<file path="src/rtl/count_display_mux_if.sv">
// Display-mux bus: the counter value and capture strobe going in, and the
// segment/anode drive coming out. Master is the upstream side; slave is the mux.
interface count_display_mux_if;
  logic [3:0] count_in;
  logic       load;
  logic [6:0] seg;
  logic [3:0] an;

  modport master (
    output count_in,
    output load,
    input  seg,
    input  an
  );

  modport slave (
    input  count_in,
    input  load,
    output seg,
    output an
  );
endinterface

</file>
<file path="src/rtl/count_display_mux.sv">
// Four-digit multiplexed seven-segment driver fed by a 4-bit counter.
// Each load strobe shifts count_in into a 4-deep digit history; a free-running
// scan cycles DRIVE/BLANK slots across the digits.
// Optional build macro: LEAD_ZERO_BLANK_EN -- when defined, digits that have
// not yet been loaded since reset are kept dark during their DRIVE phase.
module count_display_mux #(
  parameter int REFRESH_DIV = 1000,
  parameter int BLANK_CYC   = 4
) (
  input  logic               clk,
  input  logic               rst,
  count_display_mux_if.slave bus
);

  typedef enum logic {
    S_DRIVE = 1'b0,
    S_BLANK = 1'b1
  } state_t;

  localparam logic [15:0] DRIVE_LAST = 16'(REFRESH_DIV - 1);
  localparam logic [15:0] BLANK_LAST = 16'(BLANK_CYC - 1);

  state_t     r_state;
  logic [1:0] r_idx;
  logic [15:0] r_div;
  logic [3:0] r_hist [4];
  logic [6:0] r_seg;
  logic [3:0] r_an;

  logic [3:0] w_digit;
  logic [6:0] w_hex;
  logic       w_slot_en;

  // Digit history shift register; d0 takes the new value, older ones move up.
  for (genvar gi = 0; gi < 4; gi++) begin : g_hist
    always_ff @(posedge clk) begin
      if (rst) begin
        r_hist[gi] <= 4'h0;
      end else if (bus.load) begin
        if (gi == 0) begin
          r_hist[gi] <= bus.count_in;
        end else begin
          r_hist[gi] <= r_hist[gi-1];
        end
      end
    end
  end

`ifdef LEAD_ZERO_BLANK_EN
  logic [2:0] r_fill;

  // Count loads since reset, saturating once all four digits hold real data.
  always_ff @(posedge clk) begin
    if (rst) begin
      r_fill <= 3'd0;
    end else if (bus.load && (r_fill != 3'd4)) begin
      r_fill <= r_fill + 3'd1;
    end
  end

  assign w_slot_en = ({1'b0, r_idx} < r_fill);
`else
  assign w_slot_en = 1'b1;
`endif

  assign w_digit = r_hist[r_idx];

  // Active-low hex decode, bit order {g,f,e,d,c,b,a}.
  always_comb begin
    w_hex = 7'h7F;
    case (w_digit)
      4'h0: w_hex = 7'h40;
      4'h1: w_hex = 7'h79;
      4'h2: w_hex = 7'h24;
      4'h3: w_hex = 7'h30;
      4'h4: w_hex = 7'h19;
      4'h5: w_hex = 7'h12;
      4'h6: w_hex = 7'h02;
      4'h7: w_hex = 7'h78;
      4'h8: w_hex = 7'h00;
      4'h9: w_hex = 7'h10;
      4'hA: w_hex = 7'h08;
      4'hB: w_hex = 7'h03;
      4'hC: w_hex = 7'h46;
      4'hD: w_hex = 7'h21;
      4'hE: w_hex = 7'h06;
      4'hF: w_hex = 7'h0E;
      default: w_hex = 7'h7F;
    endcase
  end

  // Scan FSM with registered drive outputs one cycle behind the state.
  always_ff @(posedge clk) begin
    if (rst) begin
      r_state <= S_DRIVE;
      r_idx   <= 2'd0;
      r_div   <= 16'd0;
      r_an    <= 4'b1111;
      r_seg   <= 7'h7F;
    end else begin
      if ((r_state == S_DRIVE) && w_slot_en) begin
        r_an  <= ~(4'b0001 << r_idx);
        r_seg <= w_hex;
      end else begin
        r_an  <= 4'b1111;
        r_seg <= 7'h7F;
      end

      case (r_state)
        S_DRIVE: begin
          if (r_div == DRIVE_LAST) begin
            r_div   <= 16'd0;
            r_state <= S_BLANK;
          end else begin
            r_div <= r_div + 16'd1;
          end
        end
        S_BLANK: begin
          if (r_div == BLANK_LAST) begin
            r_div   <= 16'd0;
            r_idx   <= r_idx + 2'd1;
            r_state <= S_DRIVE;
          end else begin
            r_div <= r_div + 16'd1;
          end
        end
        default: begin
          r_div   <= 16'd0;
          r_state <= S_DRIVE;
        end
      endcase
    end
  end

  assign bus.seg = r_seg;
  assign bus.an  = r_an;

endmodule

</file>
<file path="src/flat_wrapper.sv">
// flat-port wrapper written by rule: the top's interface ports become plain ports
module count_display_mux_flat 
#(
  parameter int REFRESH_DIV = 1000,
  parameter int BLANK_CYC   = 4
)
  (clk, rst, bus_count_in, bus_load, bus_seg, bus_an);
  count_display_mux_if bus_i ();
  input  logic clk;
  input  logic rst;
  input wire logic [$bits(bus_i.count_in)-1:0] bus_count_in;
  input wire logic [$bits(bus_i.load)-1:0] bus_load;
  output wire logic [$bits(bus_i.seg)-1:0] bus_seg;
  output wire logic [$bits(bus_i.an)-1:0] bus_an;
  assign bus_i.count_in = bus_count_in;
  assign bus_i.load = bus_load;
  assign bus_seg = bus_i.seg;
  assign bus_an = bus_i.an;
  count_display_mux #(.REFRESH_DIV(REFRESH_DIV), .BLANK_CYC(BLANK_CYC)) u_core (.clk(clk), .rst(rst), .bus(bus_i));
endmodule
</file>
<file path="config.mk">
export PLATFORM = sky130hd
export DESIGN_NAME = count_display_mux_flat
export DESIGN_NICKNAME = d
export VERILOG_FILES = /design/src/rtl/count_display_mux_if.sv /design/src/rtl/count_display_mux.sv /design/src/flat_wrapper.sv
export SDC_FILE = /design/constraint.sdc
export NUM_CORES = 1
export LEC_CHECK = 0
export CELL_PAD_IN_SITES_DETAIL_PLACEMENT = 2
export CELL_PAD_IN_SITES_GLOBAL_PLACEMENT = 2
export CORE_MARGIN = 1.5
export CORE_UTILIZATION = 35
export CTS_CLUSTER_DIAMETER = 30
export DETAILED_ROUTE_END_ITERATION = 16
export PLACE_DENSITY_LB_ADDON = 0.12
export SYNTH_ARGS = -nofsm -noshare
export SYNTH_HDL_FRONTEND = slang
export SYNTH_SLANG_ARGS = --single-unit
export TNS_END_PERCENT = 30
</file>
<file path="constraint.sdc">
create_clock -name clk -period 3.8 [get_ports clk]
set_clock_uncertainty 0.05 [all_clocks]
set_input_delay 0.76 -clock clk [delete_from_list [all_inputs] [get_ports clk]]
set_output_delay 0.76 -clock clk [all_outputs]
set_load 0.01 [all_outputs]
</file>
==> summary.md <==
| Metric | Value |
|---|---|
| Post-Syn Area | `2182 µm²` |
| Iteration-0 DRC Markers | `44` |
| Area of the multi-input gates | `974.7 µm²` |
| Worst rel slew slack | `46.21%` |
| Syn avg cell area | `10.91 µm²` |
| Vias | `1,499` |
| Initial Util | `36.64%` |
| Die H | `81.96 µm` |
| WP data arrival | `2230 ps` |
| Num rows | `28` |
| Largest net degree at the start of global routing | `17` |
| Global placer's final weighted congestion | `0.7345` |
| CP max stage delay | `640 ps` |
| Max VDD drop | `198.6 µV` |
| Core Region | `5956 µm²` |
| Die W | `81.96 µm` |
| Leak | `0.8901 nW` |
| Clock Latency Late Sink | `300 ps` |
| MaxCap Viol Count | `0` |
| Final Max Slew Viols | `0` |
| Antenna Cells | `0` |
| Hold_buf cts | `0` |
| Placed Instances | `285` |
| Area occupied by registers | `1121 µm²` |
| Area contributors post-synth | `dfxtp_1 (29%), edfxtp_1 (22%), ha_1 (6.3%)` |
| Final Util | `42.00%` |
| Worst-path clk slew | `80 ps` |
| Slowest CP cell | `nor2_1` |
| Area grow syn2layout | `14.62%` |
| Clk buf depth | `2` |
| H-tree levels | `2` |
| Layout cells sized above 1 | `7.339%` |
| CTS Buf Count | `5` |
| Port-buffer cells | `17` |
| Post-CTS setup buffer count | `0` |
| Initial antenna violation count | `0` |
| Final Setup Violations | `0` |
| Post-route ant nets | `0` |
| FMAX | `464.9 MHz` |
| R2r setup slk | `1730 ps` |
| Via density per instance | `5.116` |
| Fillers | `648` |
| First-pass GRT wire length | `7.955 mm` |
| Hold Path Stages | `1` |
| Final Hold Viols | `0` |
| Final layout net count | `235` |
| Crit path required time | `3880 ps` |
| Setup TNS | `0 ps` |
| Residual DRC | `0` |
| CP Capture Type | `flop` |
| First-pass DRT Iterations | `4` |
| Setup Crit Path Kind | `in2reg` |
| Vias in the first global route | `1,618` |
| Hpwl dp | `3.735 mm` |
| Pwr dens | `397.6 nW/µm²` |
| Share of the synthesized area in the top cell type | `29.36%` |
| Routed WL | `4.894 mm` |
| Period minus WS final | `2151 ps` |
| Nets in the synthesized netlist | `218` |
| Seq cells post-synth | `48` |
| Register area share after synthesis | `51.38%` |
| Worst Path Max Fanout | `11` |
| Yosys cell types | `39` |
| Total die area | `6717 µm²` |
| Grt ovf | `0` |
| Root buffer cell | `clkbuf_8` |
| I/O pin total | `18` |
| Resize count post-CTS | `0` |
| Ys Warns | `0` |
| Cells after synthesis | `200` |
| Crit start category | `input pin` |
| Hold WC Path Type | `reg2reg` |
| Unrepaired setup endpoints after global routing | `false` |
| Overall routing resource usage | `16.30%` |
| Final worst path period share | `56.61%` |
| Slew @ Worst Pin | `805.2 ps` |
| Crit path cell chain | `clkdlybuf4s50_1, nor2_1, o221ai_1` |
| Status | `completed` |
| Routed wire length per instance | `16.70 µm` |
| CTS tree | `yes` |
| Non-filler cells, final | `293` |
| Clk sink count | `48` |
| Cell taking the most area after synthesis | `dfxtp_1` |
| Register-to-Register Path Depth | `7` |
worst max-delay path, delay by kind of cell:
kind	cells	cell delay (ps)
AO/OA/AOI/OAI	1	260
buffers and inverters	1	560
AND/OR/NAND/NOR	1	640
per-stage QoR:
step | total power [mW] | hold WS, ps | setup slack, ps | cell area (µm²)
after floorplan | 0.6351 | 375.9 | 1945 | 2182
after global placement | 0.6681 | 389.6 | 1381 | 2401
after detailed placement | 0.6758 | 423.8 | 1254 | 2401
after CTS | 1.009 | 443.8 | 1585 | 2501
after global routing | 1.042 | 467.4 | 1515 | 2501
final | 0.9945 | 437.2 | 1649 | 2501
cell usage after synthesis, drive strengths merged:
cell,n
and3,1
dfxtp,32
mux2,1
nor4,6
o21ai,4
o221ai,3
nor2b,1
nand2b,1
and2,17
mux4,4
xnor2,11
inv,11
a221o,1
and4,2
nand2,11
a31oi,1
nor3,5
xor2,2
o211ai,2
a21oi,6
clkbuf,4
mux2i,3
ha,11
nor4b,3
edfxtp,16
or3,2
nor2,20
or2,2
buf,3
nand3,10
a22oi,1
o2bb2ai,1
nand4,2
routing by layer:
metal / routed length (µm) / GRT usage, % / part of all wire, % / vias to the layer above
li1: - / - / - / 732
met1: 1920 / 16.06 / 39 / 751
met2: 2808 / 32.21 / 57 / 11
met3: 119 / 4.667 / 2.4 / 5
met4: 46 / 5.085 / 0.94 / 0
met5: 0 / 0 / 0 / -
report_power, final:
| group | switching [mW] | total, mW | internal, mW |
|---|---|---|---|
| Clock | 0.166 | 0.332 | 0.166 |
| Combinational | 0.0510 | 0.0970 | 0.0459 |
| Sequential | 0.0113 | 0.565 | 0.554 |
worst paths after layout:
path                   startpoint           endpoint
setup / recovery              rst  u_core.bus.seg[5]
hold / removal    u_core.r_div[0]    u_core.r_div[0]
setup reg to reg             flop  u_core.bus.seg[3]
hold reg to reg   u_core.r_div[0]    u_core.r_div[0]
kinds of logic (layout without fill, tap and decap cells):
logic type / Yosys count / in the layout / synth area share (%)
buffers and inverters: 18 / 36 / 3.956
adder cells (fa/ha/maj): 11 / 11 / 6.307
multiplexers: 8 / 8 / 6.021
AO/OA/AOI/OAI: 19 / 19 / 5.906
AND/OR/NAND/NOR: 83 / 83 / 21.22
XOR/XNOR: 13 / 13 / 5.218
flip-flops: 48 / 48 / 51.38
layout by cell type, fill, tap and decap left out, types with 6 or more instances in the layout:
cell type,instances
dfxtp_1,32
nor2_1,20
and2_1,17
clkdlybuf4s50_1,17
edfxtp_1,16
inv_1,11
nand2_1,11
xnor2_1,11
ha_1,11
nand3_1,9
clkbuf_8,7
nor4_1,6
flip-flops by register name (all words and copies together) (netlist names), named ones only:
register	count
u_core.r_div	16
u_core.r_hist	16
u_core.bus.seg	7
u_core.bus.an	4
u_core.r_idx	2
u_core.r_state	1
final cells by class:
type	instances	share of cell area [%]
sequential	48	44.82
inverter	11	1.651
multi-input combinational	134	38.97
timing repair buffer	17	6.803
tap	75	3.752
clock buffer	8	4.002
Note: power is estimated with default switching activity, not from simulation.
